**src/rtl/instruction_encoder.sv**
```systemverilog
// Instruction encoder: accepts execute-state codes with operands over a valid/ready
// handshake, validates them and writes 16-bit program words to sequential memory addresses.
module instruction_encoder #(
  parameter int ADDR_W = 8
) (
  input  logic              clock,
  input  logic              resetn,
  input  logic              start,
  input  logic              op_valid,
  output logic              op_ready,
  input  logic [7:0]        op_code,
  input  logic [11:0]       op_operand,
  input  logic              op_last,
  output logic              mem_we,
  output logic [ADDR_W-1:0] mem_addr,
  output logic [15:0]       mem_wdata,
  output logic [ADDR_W:0]   word_count,
  output logic              busy,
  output logic              done,
  output logic              error
);

  typedef enum logic [2:0] {
    S_IDLE  = 3'd0,
    S_LOAD  = 3'd1,
    S_WRITE = 3'd2,
    S_DONE  = 3'd3,
    S_ERR   = 3'd4
  } state_t;

  localparam logic [ADDR_W-1:0] ADDR_MAX = {ADDR_W{1'b1}};

  // Branch targets must fit the memory; shifting out the address bits leaves zero when ADDR_W = 12.
  function automatic logic op_legal(input logic [7:0] code, input logic [11:0] operand);
    logic in_range;
    logic is_branch;
    logic out_of_mem;
    in_range   = (code >= 8'h02) && (code <= 8'h0f);
    is_branch  = (code == 8'h05) || (code == 8'h08) || (code == 8'h0f);
    out_of_mem = (operand >> ADDR_W) != 12'd0;
    return in_range && !(is_branch && out_of_mem);
  endfunction

  state_t              state_q, state_d;
  logic [ADDR_W-1:0]   mem_addr_q, mem_addr_d;
  logic [ADDR_W:0]     word_count_q, word_count_d;
  logic [15:0]         mem_wdata_q, mem_wdata_d;
  logic                last_q, last_d;
  logic                done_q, done_d;
  logic                error_q, error_d;
  logic                mem_we_q, mem_we_d;
  logic                op_ready_q, op_ready_d;
  logic                busy_q, busy_d;

  // Next-state and next-output logic; strobes are derived from the next state so they are registered.
  always_comb begin
    state_d      = state_q;
    mem_addr_d   = mem_addr_q;
    word_count_d = word_count_q;
    mem_wdata_d  = mem_wdata_q;
    last_d       = last_q;
    done_d       = done_q;
    error_d      = error_q;
    case (state_q)
      S_IDLE, S_DONE, S_ERR: begin
        if (start) begin
          state_d      = S_LOAD;
          mem_addr_d   = {ADDR_W{1'b0}};
          word_count_d = {(ADDR_W+1){1'b0}};
          done_d       = 1'b0;
          error_d      = 1'b0;
        end else begin
          state_d = state_q;
        end
      end
      S_LOAD: begin
        if (op_valid) begin
          if (op_legal(op_code, op_operand)) begin
            mem_wdata_d = {op_code[3:0], op_operand};
            last_d      = op_last;
            state_d     = S_WRITE;
          end else begin
            error_d = 1'b1;
            state_d = S_ERR;
          end
        end else begin
          state_d = S_LOAD;
        end
      end
      S_WRITE: begin
        word_count_d = word_count_q + {{ADDR_W{1'b0}}, 1'b1};
        if (mem_addr_q != ADDR_MAX) begin
          mem_addr_d = mem_addr_q + {{(ADDR_W-1){1'b0}}, 1'b1};
        end else begin
          mem_addr_d = mem_addr_q;
        end
        // A last word on the final address is a clean finish, not an overflow.
        if (last_q) begin
          done_d  = 1'b1;
          state_d = S_DONE;
        end else if (mem_addr_q == ADDR_MAX) begin
          error_d = 1'b1;
          state_d = S_ERR;
        end else begin
          state_d = S_LOAD;
        end
      end
      default: begin
        state_d = S_IDLE;
      end
    endcase
    mem_we_d   = (state_d == S_WRITE);
    op_ready_d = (state_d == S_LOAD);
    busy_d     = (state_d == S_LOAD) || (state_d == S_WRITE);
  end

  // State and output registers; reset takes effect immediately and cancels any write in flight.
  always_ff @(posedge clock or negedge resetn) begin
    if (!resetn) begin
      state_q      <= S_IDLE;
      mem_addr_q   <= {ADDR_W{1'b0}};
      word_count_q <= {(ADDR_W+1){1'b0}};
      mem_wdata_q  <= 16'h0000;
      last_q       <= 1'b0;
      done_q       <= 1'b0;
      error_q      <= 1'b0;
      mem_we_q     <= 1'b0;
      op_ready_q   <= 1'b0;
      busy_q       <= 1'b0;
    end else begin
      state_q      <= state_d;
      mem_addr_q   <= mem_addr_d;
      word_count_q <= word_count_d;
      mem_wdata_q  <= mem_wdata_d;
      last_q       <= last_d;
      done_q       <= done_d;
      error_q      <= error_d;
      mem_we_q     <= mem_we_d;
      op_ready_q   <= op_ready_d;
      busy_q       <= busy_d;
    end
  end

  assign op_ready   = op_ready_q;
  assign mem_we     = mem_we_q;
  assign mem_addr   = mem_addr_q;
  assign mem_wdata  = mem_wdata_q;
  assign word_count = word_count_q;
  assign busy       = busy_q;
  assign done       = done_q;
  assign error      = error_q;

endmodule

```
**config.mk**
```make
export PLATFORM = sky130hd
export DESIGN_NAME = instruction_encoder
export DESIGN_NICKNAME = d
export VERILOG_FILES = /design/src/rtl/instruction_encoder.sv
export SDC_FILE = /design/constraint.sdc
export NUM_CORES = 1
export LEC_CHECK = 0
export ABC_AREA = 1
export CORE_MARGIN = 2
export CORE_UTILIZATION = 50
export DETAILED_ROUTE_END_ITERATION = 12
export PLACE_DENSITY = 0.93
export SYNTH_ARGS = -nofsm -noshare
export SYNTH_HDL_FRONTEND = slang
export SYNTH_SLANG_ARGS = --single-unit
```
**constraint.sdc**
```tcl
create_clock -name clock -period 2.9 [get_ports clock]
set_input_delay 0.87 -clock clock [delete_from_list [all_inputs] [get_ports clock]]
set_output_delay 0.87 -clock clock [all_outputs]
set_load 0.02 [all_outputs]
```
==> out/metrics.yaml <==
power_and_ir_drop:
  power.density_mw_per_mm2: 536
  leakagePower_nw: 1.30
  peakVddDrop_mv: 0.389
place:
  dpl.cell_count: 352
  pre_cts_ws_ns: 0.303
  portBuffers: 62
  dpl.hpwl_mm: 3.38
  gp_congestion: 0.853
synth:
  syn-cell-area_sq_mm: 0.00201
  syn-num-nets: 270
  ys_seq_area_share_pct: 52.2
  yosys_register_bits: 42
  synth.avg_cell_area_sq_um: 8.28
  synth_edf_count: 0
  synthCells: 243
  ys_top_cells_by_area: "dfrtp_1 (52%), nand2_1 (17%), nand3_1 (4.7%)"
  yosysTopAreaCell: "dfrtp_1"
  yosysUniqueCellTypes: 26
  synth.top_cell.area_share_pct: 52.2
  yosys_warnings: 0
  synth-main-ff-cell: "dfrtp_1"
  synthArstFlopShare_pct: 100
worst_setup_path:
  path_class: "in2reg"
  ff2ff_setup_slack_ns: 1.26
  r2r_cells: 7
  cp-end-kind: "flop"
  cp.arrival_ns: 2.49
  worstPathRequired_ns: 3.09
  worstPathMaxFanout: 23
  startpoint_type: "input port"
timing:
  drv_slew: 0
  setup_viol: 0
  max_freq_ghz: 0.435
  rsz0062_at_grt: "false"
  fin_skew_ns: 0.0113
  period_minus_slack_ns: 2.30
  holdWs_ns: 0.479
  max-slew-margin-rel_pct: 38.5
  fin_ws_ns: 0.602
  min_period_over_period_pct: 79.2
  fin_tns_setup_ns: 0
  hold_viol: 0
  worst-slew-pin-transition_ns: 0.922
clock_network:
  cts_buffers: 5
  cts.repair.resized: 0
  cts_hold_buf: 0
  clock_sinks: 42
  cts_max_level: 2
  cts_tree: "done"
  cts_setup_buffers: 0
  clkLatencyLatePin_ns: 0.31
  cts_buffer_depth: 2
  clk_pin_slew_ns: 0.08
  clock-root-buffer: "clkbuf_8"
status:
  status: "completed"
layout:
  diodes: 0
  drive_above_1_share_pct: 6.77
  nets: 336
  area_growth_pct: 36.9
  fin_util_pct: 69.9
  fin_cells: 360
detailed_routing:
  wl_per_cell_um: 12.7
  drt_pass1_iterations: 5
  post-route-drc-count: 0
  drtAntennaViolNets: 0
  via_per_inst: 5.16
  drt-initial-drc-count: 154
  vias: 1859
  wl_mm: 4.57
floorplanning:
  die_area_sq_mm: 0.00455
  io_pins: 63
  die_w_um: 67.5
  rows: 23
  coreArea_sq_mm: 0.00394
  die_y_um: 67.5
  start_util_pct: 51.1
global_route:
  overflow: 0
  grt_pass1_vias: 1792
  grt_start_max_net_pins: 43
  grt_first_pass_wirelength_mm: 7.88
  grt_antenna_before_repair: 0
  grt_util_all_layers_pct: 23.2
worst_hold_path:
  hold_path_depth: 2
  hold_path.class: "reg2reg"
job:
  cap_viol_max_count: 0
-- power by group --
group / total [W] / switching, W / internal, W
Sequential: 0.000701 / 0.0000461 / 0.000654
Clock: 0.000376 / 0.000206 / 0.000170
Combinational: 0.000400 / 0.000220 / 0.000180
-- layout by cell type (no fill, tap or decap), types with 4 or more instances in the layout --
cell	Yosys	layout
nand3_1	19	19
a21oi_1	6	6
nor2_1	18	18
clkbuf_8	0	5
dfrtp_1	42	42
nand4_1	4	4
nand2_1	89	89
xor2_1	4	4
inv_1	20	20
clkdlybuf4s50_1	0	61
o21ai_0	11	11
inv_2	4	4
-- synth_stat cells, drive strengths merged, types with 2 or more instances --
| cell | number |
|---|---|
| o21ai | 13 |
| a21oi | 6 |
| nor2 | 19 |
| nor3 | 4 |
| xor2 | 4 |
| ha | 2 |
| nand4 | 4 |
| buf | 3 |
| inv | 24 |
| o22ai | 3 |
| nand3 | 21 |
| dfrtp | 42 |
| nand2 | 93 |
-- kinds of logic after synthesis --
logic type / count (synthesis) / share of synthesized area [%]
AND/OR/NAND/NOR: 141 / 31.8
flip-flops: 42 / 52.2
buffers and inverters: 28 / 5.78
AO/OA/AOI/OAI: 25 / 6.84
XOR/XNOR: 5 / 2.18
adder cells (fa/ha/maj): 2 / 1.24
-- state kept, by name, indices dropped and copies added (netlist names) --
name and count:
op_ready 1, busy 1, last_q 1, error 1, done 1, word_count 9, mem_we 1, mem_wdata 16
state_q 3, mem_addr 8
-- metrics by stage --
stage / total power (W) / area, sq um
after floorplan: 0.000910 / 2010
after global placement: 0.00110 / 2670
after detailed placement: 0.00111 / 2670
after CTS: 0.00149 / 2760
after global routing: 0.00156 / 2760
final: 0.00148 / 2760
-- final cells by class --
| type | count | area [sq um] |
|---|---|---|
| tap | 50 | 62.6 |
| fill | 302 | 1190 |
| sequential | 42 | 1050 |
| multi-input combinational | 173 | 846 |
| timing repair buffer | 62 | 616 |
| clock buffer | 6 | 72.6 |
| inverter | 25 | 95.1 |
| clock inverter | 2 | 13.8 |
-- layer usage --
layer / vias up / track usage, % / part of all wire [%]
met5: - / 0 / 0
met4: 0 / 7.40 / 1.6
met3: 9 / 7.50 / 7.7
met2: 81 / 39.1 / 48
met1: 865 / 28.1 / 42
li1: 904 / - / -
-- worst paths after layout --
| check | endpoint | start |
|---|---|---|
| max | mem_wdata[8] | op_code[1] |
| max in group asynchronous | mem_wdata[6] | resetn |
| max reg2reg | mem_wdata[8] | state_q[1] |
| min | error | error |
| min in group asynchronous | mem_addr[3] | resetn |
| min reg2reg | error | error |
-- worst max-delay path, stage by stage --
cell and delay [ns]:
clkdlybuf4s50_1 0.52, inv_1 0.08, nand3_1 0.09, nand4_1 0.20, nand3_4 0.27, clkinv_2 0.27
nand2_1 0.12, nand2_1 0.06
No activity file was read; power rests on OpenSTA's default activity.
==> patch 1, RTL diff (config.mk and constraints unchanged) <==
The 5 states of `state_t` get a one-hot encoding in 5 bits.
--- a/src/rtl/instruction_encoder.sv
+++ b/src/rtl/instruction_encoder.sv
@@ -21,10 +21,10 @@
 );
 
-  typedef enum logic [2:0] {
-    S_IDLE  = 3'd0,
-    S_LOAD  = 3'd1,
-    S_WRITE = 3'd2,
-    S_DONE  = 3'd3,
-    S_ERR   = 3'd4
+  typedef enum logic [4:0] {
+    S_IDLE  = 5'b00001,
+    S_LOAD  = 5'b00010,
+    S_WRITE = 5'b00100,
+    S_DONE  = 5'b01000,
+    S_ERR   = 5'b10000
   } state_t;
 
Function: same outputs for any inputs over 10 cycles, from zero or initial values and one cycle with resetn low; not proved beyond that.
==> patch 1 against the unedited design <==
  * Cell area rose by 9.1%
  * Maximum frequency fell by 1.8%
  * Worst setup slack got worse by 0.042 ns
  * Clock power rose by 29%
  * Sequential cell count rose by 2
  * Wire length rose by 12%
  * Register-to-register slack got worse by 0.07 ns
  * Worst hold slack got worse by 0.054 ns
  * Clock skew fell by 0.0068 ns
  * Power rose by 18%
  * Synthesized area rose by 11%
==> patch 1: results (changes against the unedited design) <==
<table>
<tr><th>Metric</th><th>Value</th></tr>
<tr><th colspan="2">Outcome</th></tr>
<tr><td>Result of the run</td><td>complete, no violations</td></tr>
<tr><th colspan="2">Drt</th></tr>
<tr><td>Count of TritonRoute iterations in the first routing pass</td><td>4 (-1)</td></tr>
<tr><td>Routed len/inst</td><td>13.0 um (+2.0%)</td></tr>
<tr><td>Detail-routed via count per cell</td><td>5.15 (-0.22%)</td></tr>
<tr><td>Detailed Route Iter0 Violations</td><td>216 (+40%)</td></tr>
<tr><td>Total via count after detailed routing</td><td>2030 (+9.2%)</td></tr>
<tr><th colspan="2">STA</th></tr>
<tr><td>WHS</td><td>0.425 ns (-0.0538 ns)</td></tr>
<tr><td>Final critical-path setup slack</td><td>0.560 ns (-0.0420 ns)</td></tr>
<tr><td>Worst slew pin tran</td><td>0.570 ns (-0.351 ns)</td></tr>
<tr><th colspan="2">Placement</th></tr>
<tr><td>Number of cells after detailed placement</td><td>386 (+9.7%)</td></tr>
<tr><th colspan="2">Final layout</th></tr>
<tr><td>Post-layout nets</td><td>368 (+9.5%)</td></tr>
<tr><th colspan="2">Setup path</th></tr>
<tr><td>Worst Path Max Fanout</td><td>35 (+52%)</td></tr>
<tr><td>Number of cell instances on the worst register-to-register path</td><td>6 (-1)</td></tr>
<tr><td>CP Launch Point</td><td>op_code[3]</td></tr>
<tr><td>R2R setup slack</td><td>1.19 ns (-0.07 ns)</td></tr>
<tr><td>Worst R2R End</td><td>mem_wdata[1]</td></tr>
<tr><td>R2r startpoint</td><td>state_q[3]</td></tr>
<tr><td>Worst EP arrival</td><td>2.53 ns (+0.04 ns)</td></tr>
<tr><th colspan="2">Yosys</th></tr>
<tr><td>Distinct cell type count of the synthesized netlist</td><td>30 (+15%)</td></tr>
<tr><td>Compound-cell area share of the yosys netlist</td><td>9.60% (+2.8 points)</td></tr>
<tr><td>Sequential share of the synthesized area</td><td>49.2% (-3.0 points)</td></tr>
<tr><td>Xor and xnor fraction of the mapped netlist area</td><td>4.69% (+2.5 points)</td></tr>
<tr><td>Area contributors post-synth</td><td>sky130_fd_sc_hd__dfrtp_1, sky130_fd_sc_hd__nand2_1, sky130_fd_sc_hd__inv_1</td></tr>
<tr><th colspan="2">Worst hold path</th></tr>
<tr><td>Min-Delay Path Class</td><td>input port to asynchronous set/reset pin</td></tr>
<tr><th colspan="2">Power</th></tr>
<tr><td>Largest vdd supply drop</td><td>389 uV (about the same)</td></tr>
<tr><td>Leak pwr</td><td>1.41 nW (+8.8%)</td></tr>
<tr><th colspan="2">GRT</th></tr>
<tr><td>Wire length of the first global-routing pass</td><td>8750 um (+11%)</td></tr>
<tr><td>Largest net degree at the start of global routing</td><td>36 (-16%)</td></tr>
</table>
-- patch 1: area by class of cell --
| type | instances | area share (%) |
|---|---|---|
| Sequential cell | 44 | 36.7 |
| Multi-Input combinational cell | 166 | 28.8 |
| Clock inverter | 3 | 1.54 |
| Inverter | 61 | 7.78 |
| Tap cell | 52 | 2.16 |
| Timing Repair Buffer | 63 | 20.7 |
| Clock buffer | 5 | 2.29 |
-- patch 1: layer usage --
layer  GRT usage, %  vias up  wire length, um
li1               -      981                -
met1           25.4      968             2050
met2           38.8       75             2660
met4           5.66        0               36
met3           6.84        6              354
met5              0        -                0
-- patch 1: power by group through the flow --
stage	clock network (W)	logic (W)	registers [W]
after CTS	0.000492	0.000513	0.000747
after global placement	0	0.000489	0.000754
after floorplan	0	0.000239	0.000810
final	0.000484	0.000509	0.000747
after global routing	0.000524	0.000566	0.000754
after detailed placement	0	0.000508	0.000757
==> patch 2, RTL diff (same settings) <==
Made on the original files. Change the parameter `ADDR_W` from 8 to 9.
--- a/src/rtl/instruction_encoder.sv
+++ b/src/rtl/instruction_encoder.sv
@@ -2,5 +2,5 @@
 // handshake, validates them and writes 16-bit program words to sequential memory addresses.
 module instruction_encoder #(
-  parameter int ADDR_W = 8
+  parameter int ADDR_W = 9
 ) (
   input  logic              clock,
Ports: changed (resized mem_addr and word_count); port bits go from 63 to 65. No check against the original RTL was run, so the function may have changed too.
==> patch 2 against the unedited design <==
  * Die area increased by 7.8%
  * Cell area increased by 6.6%
  * Clock power increased by 5%
  * Sequential share of layout area decreased by 0.65 points
  * Wire length increased by 6.6%
  * Synthesized area increased by 8.3%
  * Sequential cell count increased by 2
  * Core utilization decreased by 1.0 points
  * Worst hold slack improved by 0.0043 ns
  * Global-route usage decreased by 2.2 points
  * Power increased by 13%
  * Critical path depth increased by 1
  * Worst setup slack improved by 0.016 ns
  * Maximum frequency increased by 0.70%
  * Critical path type unchanged
==> patch 2: results (changes against the unedited design) <==
<table>
<tr><th>Metric</th><th>Value</th></tr>
<tr><th colspan="2">Outcome</th></tr>
<tr><td>Result of the run</td><td>complete, no violations</td></tr>
<tr><th colspan="2">Drt</th></tr>
<tr><td>Detail-routed via count per cell</td><td>5.20 (+0.78%)</td></tr>
<tr><td>Detailed-route wire length</td><td>4880 um (+6.6%)</td></tr>
<tr><td>Count of TritonRoute iterations in the first routing pass</td><td>4 (-1)</td></tr>
<tr><th colspan="2">Power</th></tr>
<tr><td>Share of power burned in registers</td><td>45.9% (-1.6 points)</td></tr>
<tr><td>Power dissipated in sequential cells</td><td>0.000766 W (+9.3%)</td></tr>
<tr><td>Part of the power in combinational logic</td><td>30.5% (+3.4 points)</td></tr>
<tr><td>Internal power of the cells</td><td>0.00112 W (+11%)</td></tr>
<tr><th colspan="2">Final layout</th></tr>
<tr><td>Count of fill cells added during filler insertion</td><td>344 (+14%)</td></tr>
<tr><td>Seq/total area</td><td>37.5% (-0.65 points)</td></tr>
<tr><td>Share of final-layout standard cells stronger than drive strength 1</td><td>8.53% (+1.8 points)</td></tr>
<tr><td>Multi-input gates</td><td>196 (+13%)</td></tr>
<tr><td>Non-clock buffer total of the final layout</td><td>64 (+3.2%)</td></tr>
<tr><th colspan="2">Setup path</th></tr>
<tr><td>R2r startpoint</td><td>mem_addr[0]</td></tr>
<tr><td>Number of cell instances on the worst register-to-register path</td><td>9 (+2)</td></tr>
<tr><td>R2R setup slack</td><td>0.90 ns (-0.36 ns)</td></tr>
<tr><th colspan="2">Yosys</th></tr>
<tr><td>Synthesized Nets</td><td>300 (+11%)</td></tr>
<tr><td>Post-synthesis area per instance</td><td>8.01 um2 (-3.3%)</td></tr>
<tr><td>Synth Area in Adders</td><td>1.72% (+0.48 points)</td></tr>
<tr><td>Sequential share of the synthesized area</td><td>50.5% (-1.7 points)</td></tr>
<tr><td>Distinct cell type count of the synthesized netlist</td><td>29 (+12%)</td></tr>
<tr><th colspan="2">Placement</th></tr>
<tr><td>Number of cells after detailed placement</td><td>384 (+9.1%)</td></tr>
<tr><td>Routability-driven placement congestion ratio</td><td>0.878 (+3.0%)</td></tr>
<tr><th colspan="2">GRT</th></tr>
<tr><td>Largest net degree at the start of global routing</td><td>45 (+4.7%)</td></tr>
<tr><td>Number of global-route vias before repair</td><td>2010 (+12%)</td></tr>
<tr><th colspan="2">STA</th></tr>
<tr><td>Setup clock skew after layout</td><td>0.00556 ns (-0.00574 ns)</td></tr>
</table>
patch 2: changes by cell type after synthesis, moves of 3 or more:
cell	change
sky130_fd_sc_hd__nand3_1	+11
sky130_fd_sc_hd__nand2_1	+9
sky130_fd_sc_hd__nor2_1	+5
sky130_fd_sc_hd__a21oi_1	-3
sky130_fd_sc_hd__nand4_1	-3
sky130_fd_sc_hd__o21ai_0	+3
patch 2: per-stage QoR:
stage | setup slack, ns | hold WS, ns | instance area (um2)
CTS | 0.618 | 0.489 | 2940
detailed placement | 0.313 | 0.469 | 2850
floorplan | 1.09 | 0.471 | 2180
global placement | 0.400 | 0.460 | 2850
finish | 0.618 | 0.483 | 2940
global route | 0.447 | 0.518 | 2940
patch 2: routing by layer:
layer	vias to the layer above	track usage, %	wire length (um)
met4	0	5.98	55
met5	-	0	0
li1	994	-	-
met3	7	5.92	340
met2	67	37.1	2430
met1	972	24.8	2050
